[config.mk]
export PLATFORM = sky130hd
export DESIGN_NAME = funct_encoder_flat
export DESIGN_NICKNAME = d
export VERILOG_FILES = /design/src/rtl/funct_encoder_if.sv /design/src/rtl/funct_encoder.sv /design/src/flat_wrapper.sv
export SDC_FILE = /design/constraint.sdc
export NUM_CORES = 1
export LEC_CHECK = 0
export CAP_MARGIN = 10
export CORE_ASPECT_RATIO = 1.2
export CORE_MARGIN = 4
export CORE_UTILIZATION = 55
export CTS_BUF_LIST = sky130_fd_sc_hd__clkbuf_8
export DETAILED_ROUTE_END_ITERATION = 8
export PLACE_DENSITY_LB_ADDON = 0.1
export SYNTH_ARGS = -nofsm -noshare
export SYNTH_HDL_FRONTEND = slang
export SYNTH_SLANG_ARGS = --single-unit
[constraint.sdc]
create_clock -name clk -period 2.81 [get_ports clk]
set_clock_uncertainty 0.1 [all_clocks]
set_input_delay 0.4215 -clock clk [delete_from_list [all_inputs] [get_ports clk]]
set_output_delay 0.4215 -clock clk [all_outputs]
set_load 0.02 [all_outputs]
[src/rtl/funct_encoder_if.sv]
// Request/response bundle for the R-type funct encoder.
// The master drives requests and consumes words; the slave is the encoder.
interface funct_encoder_if #(
  parameter int DEPTH = 4
);
  localparam int LW = $clog2(DEPTH) + 1;

  logic          in_valid;
  logic          in_ready;
  logic [3:0]    alu_op;
  logic          is_unsigned;
  logic          is_jr;
  logic          is_syscall;
  logic [4:0]    rs;
  logic [4:0]    rt;
  logic [4:0]    rd;
  logic [4:0]    shamt;
  logic          flush;
  logic          out_valid;
  logic          out_ready;
  logic [31:0]   out_instr;
  logic          err;
  logic [7:0]    err_cnt;
  logic [LW-1:0] level;

  modport master (
    output in_valid, alu_op, is_unsigned,
    output is_jr, is_syscall,
    output rs, rt, rd, shamt,
    output flush, out_ready,
    input  in_ready, out_valid, out_instr,
    input  err, err_cnt, level
  );

  modport slave (
    input  in_valid, alu_op, is_unsigned,
    input  is_jr, is_syscall,
    input  rs, rt, rd, shamt,
    input  flush, out_ready,
    output in_ready, out_valid, out_instr,
    output err, err_cnt, level
  );
endinterface

[src/rtl/funct_encoder.sv]
// Turns ALU control codes back into MIPS R-type words
// and queues them in a small FIFO for the consumer.
module funct_encoder #(
  parameter int DEPTH = 4
) (
  input  logic           clk,
  input  logic           rst_n,
  funct_encoder_if.slave bus
);
  localparam int AW = (DEPTH > 1) ? $clog2(DEPTH) : 1;
  localparam int LW = $clog2(DEPTH) + 1;

  logic [31:0]   mem [DEPTH];
  logic [AW-1:0] wp;
  logic [AW-1:0] rp;
  logic [LW-1:0] lvl;
  logic          err_q;
  logic [7:0]    cnt;

  logic [5:0]  funct;
  logic        shift;
  logic        illegal;
  logic        bad;
  logic [31:0] word;
  logic        full;
  logic        acc;
  logic        push;
  logic        pop;

  always_comb begin
    funct   = 6'h00;
    shift   = 1'b0;
    illegal = 1'b0;
    unique case (bus.alu_op)
      4'b0000: begin funct = 6'h00; shift = 1'b1; end
      4'b0100: begin funct = 6'h02; shift = 1'b1; end
      4'b1000: begin funct = 6'h03; shift = 1'b1; end
      4'b1010: funct = bus.is_unsigned ? 6'h21 : 6'h20;
      4'b0110: funct = 6'h22;
      4'b1110: funct = 6'h24;
      4'b0001: funct = 6'h25;
      4'b0101: funct = 6'h27;
      4'b1101: funct = 6'h2A;
      4'b0011: funct = 6'h2B;
      default: illegal = 1'b1;
    endcase
  end

  // syscall outranks jr, which outranks the alu code
  always_comb begin
    word = 32'h0;
    if (bus.is_syscall)
      word = 32'h0000000C;
    else if (bus.is_jr)
      word = {6'b0, bus.rs, 15'b0, 6'h08};
    else if (shift)
      word = {11'b0, bus.rt, bus.rd,
              bus.shamt, funct};
    else
      word = {6'b0, bus.rs, bus.rt, bus.rd,
              5'b0, funct};
  end

  assign bad  = illegal && !bus.is_jr
                && !bus.is_syscall;
  assign full = (lvl == LW'(DEPTH));
  assign acc  = bus.in_valid && !full;
  assign push = acc && !bad && !bus.flush;
  assign pop  = (lvl != '0) && bus.out_ready
                && !bus.flush;

  always_ff @(posedge clk) begin
    if (push) mem[wp] <= word;
  end

  always_ff @(posedge clk or negedge rst_n) begin
    if (!rst_n) begin
      wp  <= '0;
      rp  <= '0;
      lvl <= '0;
    end else if (bus.flush) begin
      wp  <= '0;
      rp  <= '0;
      lvl <= '0;
    end else begin
      if (push) wp <= wp + 1'b1;
      if (pop)  rp <= rp + 1'b1;
      if (push && !pop)
        lvl <= lvl + 1'b1;
      else if (pop && !push)
        lvl <= lvl - 1'b1;
    end
  end

  always_ff @(posedge clk or negedge rst_n) begin
    if (!rst_n) begin
      err_q <= 1'b0;
      cnt   <= 8'h00;
    end else begin
      err_q <= acc && bad;
      if (acc && bad && cnt != 8'hFF)
        cnt <= cnt + 8'h01;
    end
  end

  assign bus.in_ready  = !full;
  assign bus.out_valid = (lvl != '0);
  assign bus.out_instr = mem[rp];
  assign bus.err       = err_q;
  assign bus.err_cnt   = cnt;
  assign bus.level     = lvl;
endmodule

[src/flat_wrapper.sv]
// flat-port wrapper written by rule: the top's interface ports become plain ports
module funct_encoder_flat 
#(
  parameter int DEPTH = 4
)
  (clk, rst_n, bus_in_valid, bus_alu_op, bus_is_unsigned, bus_is_jr, bus_is_syscall, bus_rs, bus_rt, bus_rd, bus_shamt, bus_flush, bus_out_ready, bus_in_ready, bus_out_valid, bus_out_instr, bus_err, bus_err_cnt, bus_level);
  funct_encoder_if #(.DEPTH(DEPTH)) bus_i ();
  input  logic clk;
  input  logic rst_n;
  input wire logic [$bits(bus_i.in_valid)-1:0] bus_in_valid;
  input wire logic [$bits(bus_i.alu_op)-1:0] bus_alu_op;
  input wire logic [$bits(bus_i.is_unsigned)-1:0] bus_is_unsigned;
  input wire logic [$bits(bus_i.is_jr)-1:0] bus_is_jr;
  input wire logic [$bits(bus_i.is_syscall)-1:0] bus_is_syscall;
  input wire logic [$bits(bus_i.rs)-1:0] bus_rs;
  input wire logic [$bits(bus_i.rt)-1:0] bus_rt;
  input wire logic [$bits(bus_i.rd)-1:0] bus_rd;
  input wire logic [$bits(bus_i.shamt)-1:0] bus_shamt;
  input wire logic [$bits(bus_i.flush)-1:0] bus_flush;
  input wire logic [$bits(bus_i.out_ready)-1:0] bus_out_ready;
  output wire logic [$bits(bus_i.in_ready)-1:0] bus_in_ready;
  output wire logic [$bits(bus_i.out_valid)-1:0] bus_out_valid;
  output wire logic [$bits(bus_i.out_instr)-1:0] bus_out_instr;
  output wire logic [$bits(bus_i.err)-1:0] bus_err;
  output wire logic [$bits(bus_i.err_cnt)-1:0] bus_err_cnt;
  output wire logic [$bits(bus_i.level)-1:0] bus_level;
  assign bus_i.in_valid = bus_in_valid;
  assign bus_i.alu_op = bus_alu_op;
  assign bus_i.is_unsigned = bus_is_unsigned;
  assign bus_i.is_jr = bus_is_jr;
  assign bus_i.is_syscall = bus_is_syscall;
  assign bus_i.rs = bus_rs;
  assign bus_i.rt = bus_rt;
  assign bus_i.rd = bus_rd;
  assign bus_i.shamt = bus_shamt;
  assign bus_i.flush = bus_flush;
  assign bus_i.out_ready = bus_out_ready;
  assign bus_in_ready = bus_i.in_ready;
  assign bus_out_valid = bus_i.out_valid;
  assign bus_out_instr = bus_i.out_instr;
  assign bus_err = bus_i.err;
  assign bus_err_cnt = bus_i.err_cnt;
  assign bus_level = bus_i.level;
  funct_encoder #(.DEPTH(DEPTH)) u_core (.clk(clk), .rst_n(rst_n), .bus(bus_i));
endmodule
## Word-level counts from Yosys, hierarchy flattened

Memory sizes are Yosys's and may differ from the RTL's.
Cells that the tools add are included.

| word-level totals | value |
|---|---|
| memories | 1 |
| logic and storage cells | 63 |
| RAM bits | 128 |
| input port bits | 32 |
| flip-flop bits (word level) | 16 |

Memories:

| memory | words | width | read ports | clocked after Yosys merged registers in | write ports | line | text |
|---|---|---|---|---|---|---|---|
| u_core.mem | 4 | 32 | 1 | 0 | 1 | funct_encoder.sv:13 | `logic [31:0] mem [DEPTH];` |

| cells by class | value |
|---|---|
| equal/unequal tests | 11 |
| add/subtract/negate cells | 5 |
| mux-type cells | 16 |
| reductions and logical operators | 25 |

Operators by type and width:

| operator | number |
|---|---|
| 32-bit 2-to-1 mux | 2 |
| 6-bit case mux with 9 select lines | 1 |
| 26-bit 2-to-1 mux | 1 |
| 4-bit == test (second input constant) | 4 |
| 4-bit by 3-bit == test with 1-bit output (second input constant) | 3 |
| 1-bit logical AND | 11 |
| 10-bit OR reduction | 1 |
| 3-bit 2-to-1 mux | 3 |
| 8-bit by 1-bit adder with 8-bit output (second input constant) | 1 |
| 2-bit 2-to-1 mux | 4 |
| 8-bit inequality test (second input constant) | 1 |
| 1-bit zero test | 7 |
| 3-bit nonzero test | 2 |
| 1-bit 2-to-1 mux | 5 |
| 2-bit by 1-bit adder with 2-bit output (second input constant) | 2 |
| 4-bit by 1-bit == test with 1-bit output (second input constant) | 1 |
| 4-bit by 2-bit == test with 1-bit output (second input constant) | 1 |
| 4-bit zero test | 1 |
| 2-bit nonzero test | 2 |
| 3-bit by 1-bit adder with 3-bit output (second input constant) | 1 |
| 3-bit == test (second input constant) | 1 |
| 3-bit OR reduction | 1 |
| 3-bit by 1-bit subtractor with 3-bit output (second input constant) | 1 |

## Depth between registers and ports, before layout

| logic depth | value |
|---|---|
| depth in word-level cells | 13 |
| depth in mapped cells | 10 |
| mapped depth without buffers | 9 |

## Least setup slack after synthesis

OpenSTA, ideal clock, no wires.

| timing | value |
|---|---|
| path type | register to register |
| from | reg u_core.lvl[0] (netlist: u_core.bus.level[0]) |
| to | reg u_core.lvl[2] (netlist: u_core.bus.level[2]) |
| period minus slack after synthesis | 2.741 ns |
| required time | 2.585 ns |
| slack | 0.069 ns |
| path buffers | 0 |
| stages on the path, launching flop included | 10 |
| arrival | 2.516 ns |
| path through | dfrtp_1 or3b_2 nand2_1 a21oi_2 nor2b_1 nor2b_1 fa_1 nand2_1 a2bb2oi_1 mux2_2 |

| on the way | value |
|---|---|
| longest elaborated chain between the ends | 8 |
| elaborated cells between the ends (all ways) | 18 |
| those cells by class | 2 x add/sub; 1 x eq/ne; 3 x mux; 12 x reduce/logical |

RTL lines:

| element | line | text |
|---|---|---|
| start: declaration | funct_encoder.sv:16 | `logic [LW-1:0] lvl;` |
| start signal: assignment | funct_encoder.sv:89 | `lvl <= lvl + 1'b1;` |
| start signal: assignment | funct_encoder.sv:91 | `lvl <= lvl - 1'b1;` |
| 3-bit == test (*) | funct_encoder.sv:66 | `assign full = (lvl == LW'(DEPTH));` |
| 1-bit zero test (*) | - |  |
| net bus_in_ready | flat_wrapper.sv:21 | `output wire logic [$bits(bus_i.in_ready)-1:0] bus_in_ready;` |
| 1-bit logical AND (*) | funct_encoder.sv:67 | `assign acc = bus.in_valid && !full;` |
| 1-bit logical AND (*) (2 in a row) | funct_encoder.sv:68 | `assign push = acc && !bad && !bus.flush;` |
| 1-bit logical AND / 1-bit zero test (equally long branches) | funct_encoder.sv:88, funct_encoder.sv:90 |  |
| 3-bit 2-to-1 mux / 1-bit logical AND (equally long branches) | funct_encoder.sv:88, funct_encoder.sv:90 |  |
| 3-bit 2-to-1 mux / 3-bit nonzero test (equally long branches) | - |  |

Mark *: on every way through the listed nets, which the timed path passes. The rest lies on a longest branch. The select of a mux whose other input is x is not followed.
A chain may end at the register's enable or synchronous reset.

## Worst setup path in the final report

| timing | value |
|---|---|
| from | in bus_alu_op[3] |
| to | reg u_core.lvl[2] (netlist: u_core.bus.level[2]) |

| on the way | value |
|---|---|
| longest elaborated chain between the ends | 11 |
| elaborated cells between the ends (all ways) | 23 |
| those cells by class | 9 x eq/ne; 3 x mux; 11 x reduce/logical |

RTL lines:

| element | line | text |
|---|---|---|
| start: declaration | flat_wrapper.sv:11 | `input wire logic [$bits(bus_i.alu_op)-1:0] bus_alu_op;` |
| 4-bit by 3-bit == test with 1-bit output, or another cell as far along | funct_encoder.sv:34 | `unique case (bus.alu_op)` |
| 10-bit OR reduction (no line) (*) | - |  |
| 1-bit 2-to-1 mux (*) | funct_encoder.sv:34 |  |
| 1-bit logical AND (*) | funct_encoder.sv:64 | `assign bad = illegal && !bus.is_jr` |
| 1-bit logical AND (*) | funct_encoder.sv:65 | `&& !bus.is_syscall;` |
| 1-bit zero test (*) | funct_encoder.sv:68 |  |
| 1-bit logical AND (*) (2 in a row) | funct_encoder.sv:68 |  |
| 1-bit logical AND / 1-bit zero test (equally long branches) | funct_encoder.sv:88, funct_encoder.sv:90 |  |
| 3-bit 2-to-1 mux / 1-bit logical AND (equally long branches) | funct_encoder.sv:88, funct_encoder.sv:90 |  |
| 3-bit 2-to-1 mux / 3-bit nonzero test (equally long branches) | - |  |

Every way passes the cells marked *; elsewhere a longest branch is shown, timed or not.

==> results by group <==
Status
  • Status: complete, no violations

Worst setup path
  • Critical-path top delay cell: clkdlybuf4s50_1
  • Reg2reg end: u_core.bus.level[2]$_DFFE_PN0P_
  • FF-to-FF setup slack: between 150 and 200 ps
  • CP required: ~3000 ps
  • Most frequent CP cell: nor2b_1
  • CP delay by family, top: simple AND/OR/NAND/NOR gates
  • Worst Path Buf+Inv: 1
  • Critical path peak fanout: 3
  • Startpoint Class: primary input
  • Worst path max stage delay: 480 ps
  • CP Class: in -> reg
  • Critical Path Sink Type: flip-flop
  • Reg2reg start: u_core.bus.level[0]$_DFFE_PN0P_
  • Worst Path Arrival: 2870 ps
  • R2r worst-path depth: 9
  • CP Cell Sequence: clkdlybuf4s50_1 > or3b_1 > a32oi_2 > a21oi_2 > nor2b_1 > nor2b_1 > fa_1 > nand2_1 > a2bb2oi_2 > mux2_2

STA
  • Rel. slew slack: a little over half
  • Final TNS setup: 0 ps
  • Final min period: around 2700 ps
  • Max Fclk: 374 MHz
  • Fin Hold WS: around 330 ps
  • Final Hold Fails: 0
  • Final setup viols: 0
  • Max-slew violations: 0
  • Worst-Margin Slew: 717 ps
  • Crit share post-route: 95.2%

Synthesis
  • Post-Synth XOR/XNOR Area: under 10%
  • Syn Area/Cell: 17.2 um^2
  • Synthesized cell area: 4890 um^2
  • Combinational family with the most area after synthesis: multiplexers
  • Syn. warnings: 0
  • Post-synth ARST share: 13.8%
  • Synth Flop Type: edfxtp_1
  • Synth Register Bits: about 120
  • EDFF count, synth: 100
  • Count of different cell masters after synthesis: 40
  • Compound-Gate Fraction of Synth Area: 2.25%
  • Adder-cell share of the synthesized area: 1.69%
  • Post-Synthesis Cells: 284
  • Post-synthesis mux area share: 12.9%
  • Post-Synth Simple-Gate Area: 8.85%
  • Seq/Total Area, Yosys: a little over two thirds

Place
  • Placer congestion estimate: about 0.76
  • Post-DP HPWL: 5690 um
  • Input/output buffers: 70

Clock tree
  • # hold bufs at CTS: 0
  • Worst-path clk slew: 70 ps
  • TritonCTS sink count: 116
  • Clock Tree Buf Depth: 2
  • Clock Latency Late Sink: between 400 and 500 ps
  • TritonCTS Buffers: 17
  • TritonCTS clock tree: yes
  • CTS H-tree lvls: 4
  • Root buffer cell: clkbuf_8

Global routing
  • Grt ovf: 0
  • Vias in the first global route: 2871
  • Overall Global Routing Usage: 18.3%
  • Initial antenna violation count: 0
  • Largest net degree at the start of global routing: 26
  • First-pass GRT wire length: approximately 14000 um

Route
  • Violation count after the first detailed-route iteration: 170
  • Final wirelength: approximately 8600 um
  • DR WL/cell: 16.9 um
  • DR vias/cell: 5.23
  • Via count: between 2000 and 3000
  • DRT Pass-1 Iters: 4
  • Post-route DRC: 0
  • Final antenna-violating net count: 0

Floorplan
  • Chip height: around 110 um
  • Core region area: 8610 um^2
  • Initial Util: a little under three fifths
  • Die width: 94.1 um
  • FP Rows: 37
  • # IOs: 78
  • Die area: between 10000 and 15000 um^2

Pwr
  • Worst VDD drop: 0.568 mV
  • Pwr Density: approximately 800 nW/um^2
  • Leakage: 0.00222 uW

Job
  • Max Cap Viol: 0

Min path
  • Hold crit path type: in -> async

Cells and area
  • # fillers: 600
  • Layout cells sized above 1: between 20% and 30%
  • Register area: 3400 um^2
  • # nets final: 418
  • ANT cells: 0
  • Area occupied by multi-input gates: around 1400 um^2
  • Area grow syn2layout: 26.6%
  • Fin util: just over 70%
## layer usage
metal / vias up / wire, um / GRT usage, %
li1: 1260 / - / -
met2: 65 / 4550 / 30.4
met1: 1331 / 3530 / 22.1
met5: - / 0 / 0
met4: 0 / 93 / 5.78
met3: 10 / 432 / 6.72
## synth_stat cells, drive strengths merged (2+ instances only)
| cell | instances | area share, % |
|---|---|---|
| ha | 5 | 1.3 |
| o21ai | 2 | 0.20 |
| edfxtp | 100 | 61 |
| buf | 12 | 1.7 |
| and3 | 2 | 0.26 |
| inv | 4 | 0.31 |
| xor2 | 2 | 0.36 |
| nor2 | 19 | 1.5 |
| a21oi | 5 | 0.59 |
| nand2b | 3 | 0.38 |
| nand4 | 3 | 0.38 |
| nand2 | 12 | 0.92 |
| xnor2 | 9 | 1.6 |
| mux2 | 5 | 1.2 |
| dfrtp | 16 | 8.2 |
| or3b | 4 | 0.72 |
| and2 | 25 | 3.2 |
| clkbuf | 9 | 0.69 |
| nor2b | 5 | 0.64 |
| mux4 | 25 | 12 |
## sequential cells by signal, summed over array words and instances (netlist names)
name,cells
u_core.bus.err_cnt,8
u_core.bus.err,1
u_core.bus.level,3
u_core.wp,2
u_core.rp,2
u_core.mem,100
## placed cells by master, fill, tap and decap left out, drive strengths merged, types with 7 or more instances in the layout
cell type / n
buf: 22
clkinv: 7
nor2: 19
nand2: 12
edfxtp: 100
conb: 7
clkbuf: 17
clkdlybuf4s50: 69
xnor2: 9
mux4: 25
and2: 25
inv: 11
dfrtp: 16
## report_power, final
group | internal, uW | leakage, uW | switching [uW] | total (uW)
logic | 824 | 0.000868 | 746 | 1570
registers | 2020 | 0.00116 | 79.4 | 2090
clock network | 656 | 0.000192 | 581 | 1240
## worst reg2reg max path, cell delays in order, from the launching register on
cell       delay [ps]
dfrtp_1           430
or3b_2            490
nand2_1           180
a21oi_2            60
nor2b_1           140
nor2b_1           140
fa_1              400
nand2_1            90
a2bb2oi_2         130
mux2_2            340
## kinds of logic (layout without fill, tap and decap cells)
logic type      after synthesis  count (layout)
mux                          31              31
flops                       116             116
compound gates               15              15
simple gates                 79              79
fa+ha+maj                     6               6
xor+xnor                     11              11
buf+inv                      25             128
other cells                   1               7
## per-stage QoR
stage	instances	power [uW]	worst slack [ps]	area (um^2)
2_1_floorplan	290	3070	69.3	4910
3_3_place_gp	477	3680	-262	5840
3_5_place_dp	477	3700	-263	5840
4_1_cts	509	4940	42.6	6160
5_1_grt	510	5150	-9.54	6190
6_report	510	4900	135	6190
## worst max path at each step
stage	from	endpoint	slack, ps	cells after the start
floorplan	u_core.bus.level[0]$_DFFE_PN0P_	u_core.bus.level[2]$_DFFE_PN0P_	70	9
global placement	bus_alu_op[3]	u_core.bus.level[2]$_DFFE_PN0P_	-260	10
detailed placement	bus_alu_op[3]	u_core.bus.level[2]$_DFFE_PN0P_	-260	10
CTS	u_core.rp[0]$_DFFE_PN0P_	bus_out_instr[6]	40	3
global route	bus_alu_op[3]	u_core.bus.level[2]$_DFFE_PN0P_	-10	10
finish	bus_alu_op[3]	u_core.bus.level[2]$_DFFE_PN0P_	140	10
## timing repair
item / in CTS / in global routing
gates resized for setup: 0 / 5
setup buffers: 0 / 1
endpoints found under the setup margin: 0 / 5
## cell type report
type / instances / area share, %
clock buffers: 17 / 3.78
well taps: 117 / 2.37
multi-input cells: 149 / 22.4
repair buffers: 92 / 14.8
inverters: 4 / 0.243
flip-flops and latches: 116 / 55.0
clock inverters: 15 / 1.40
No activity file was read; power rests on OpenSTA's default activity.
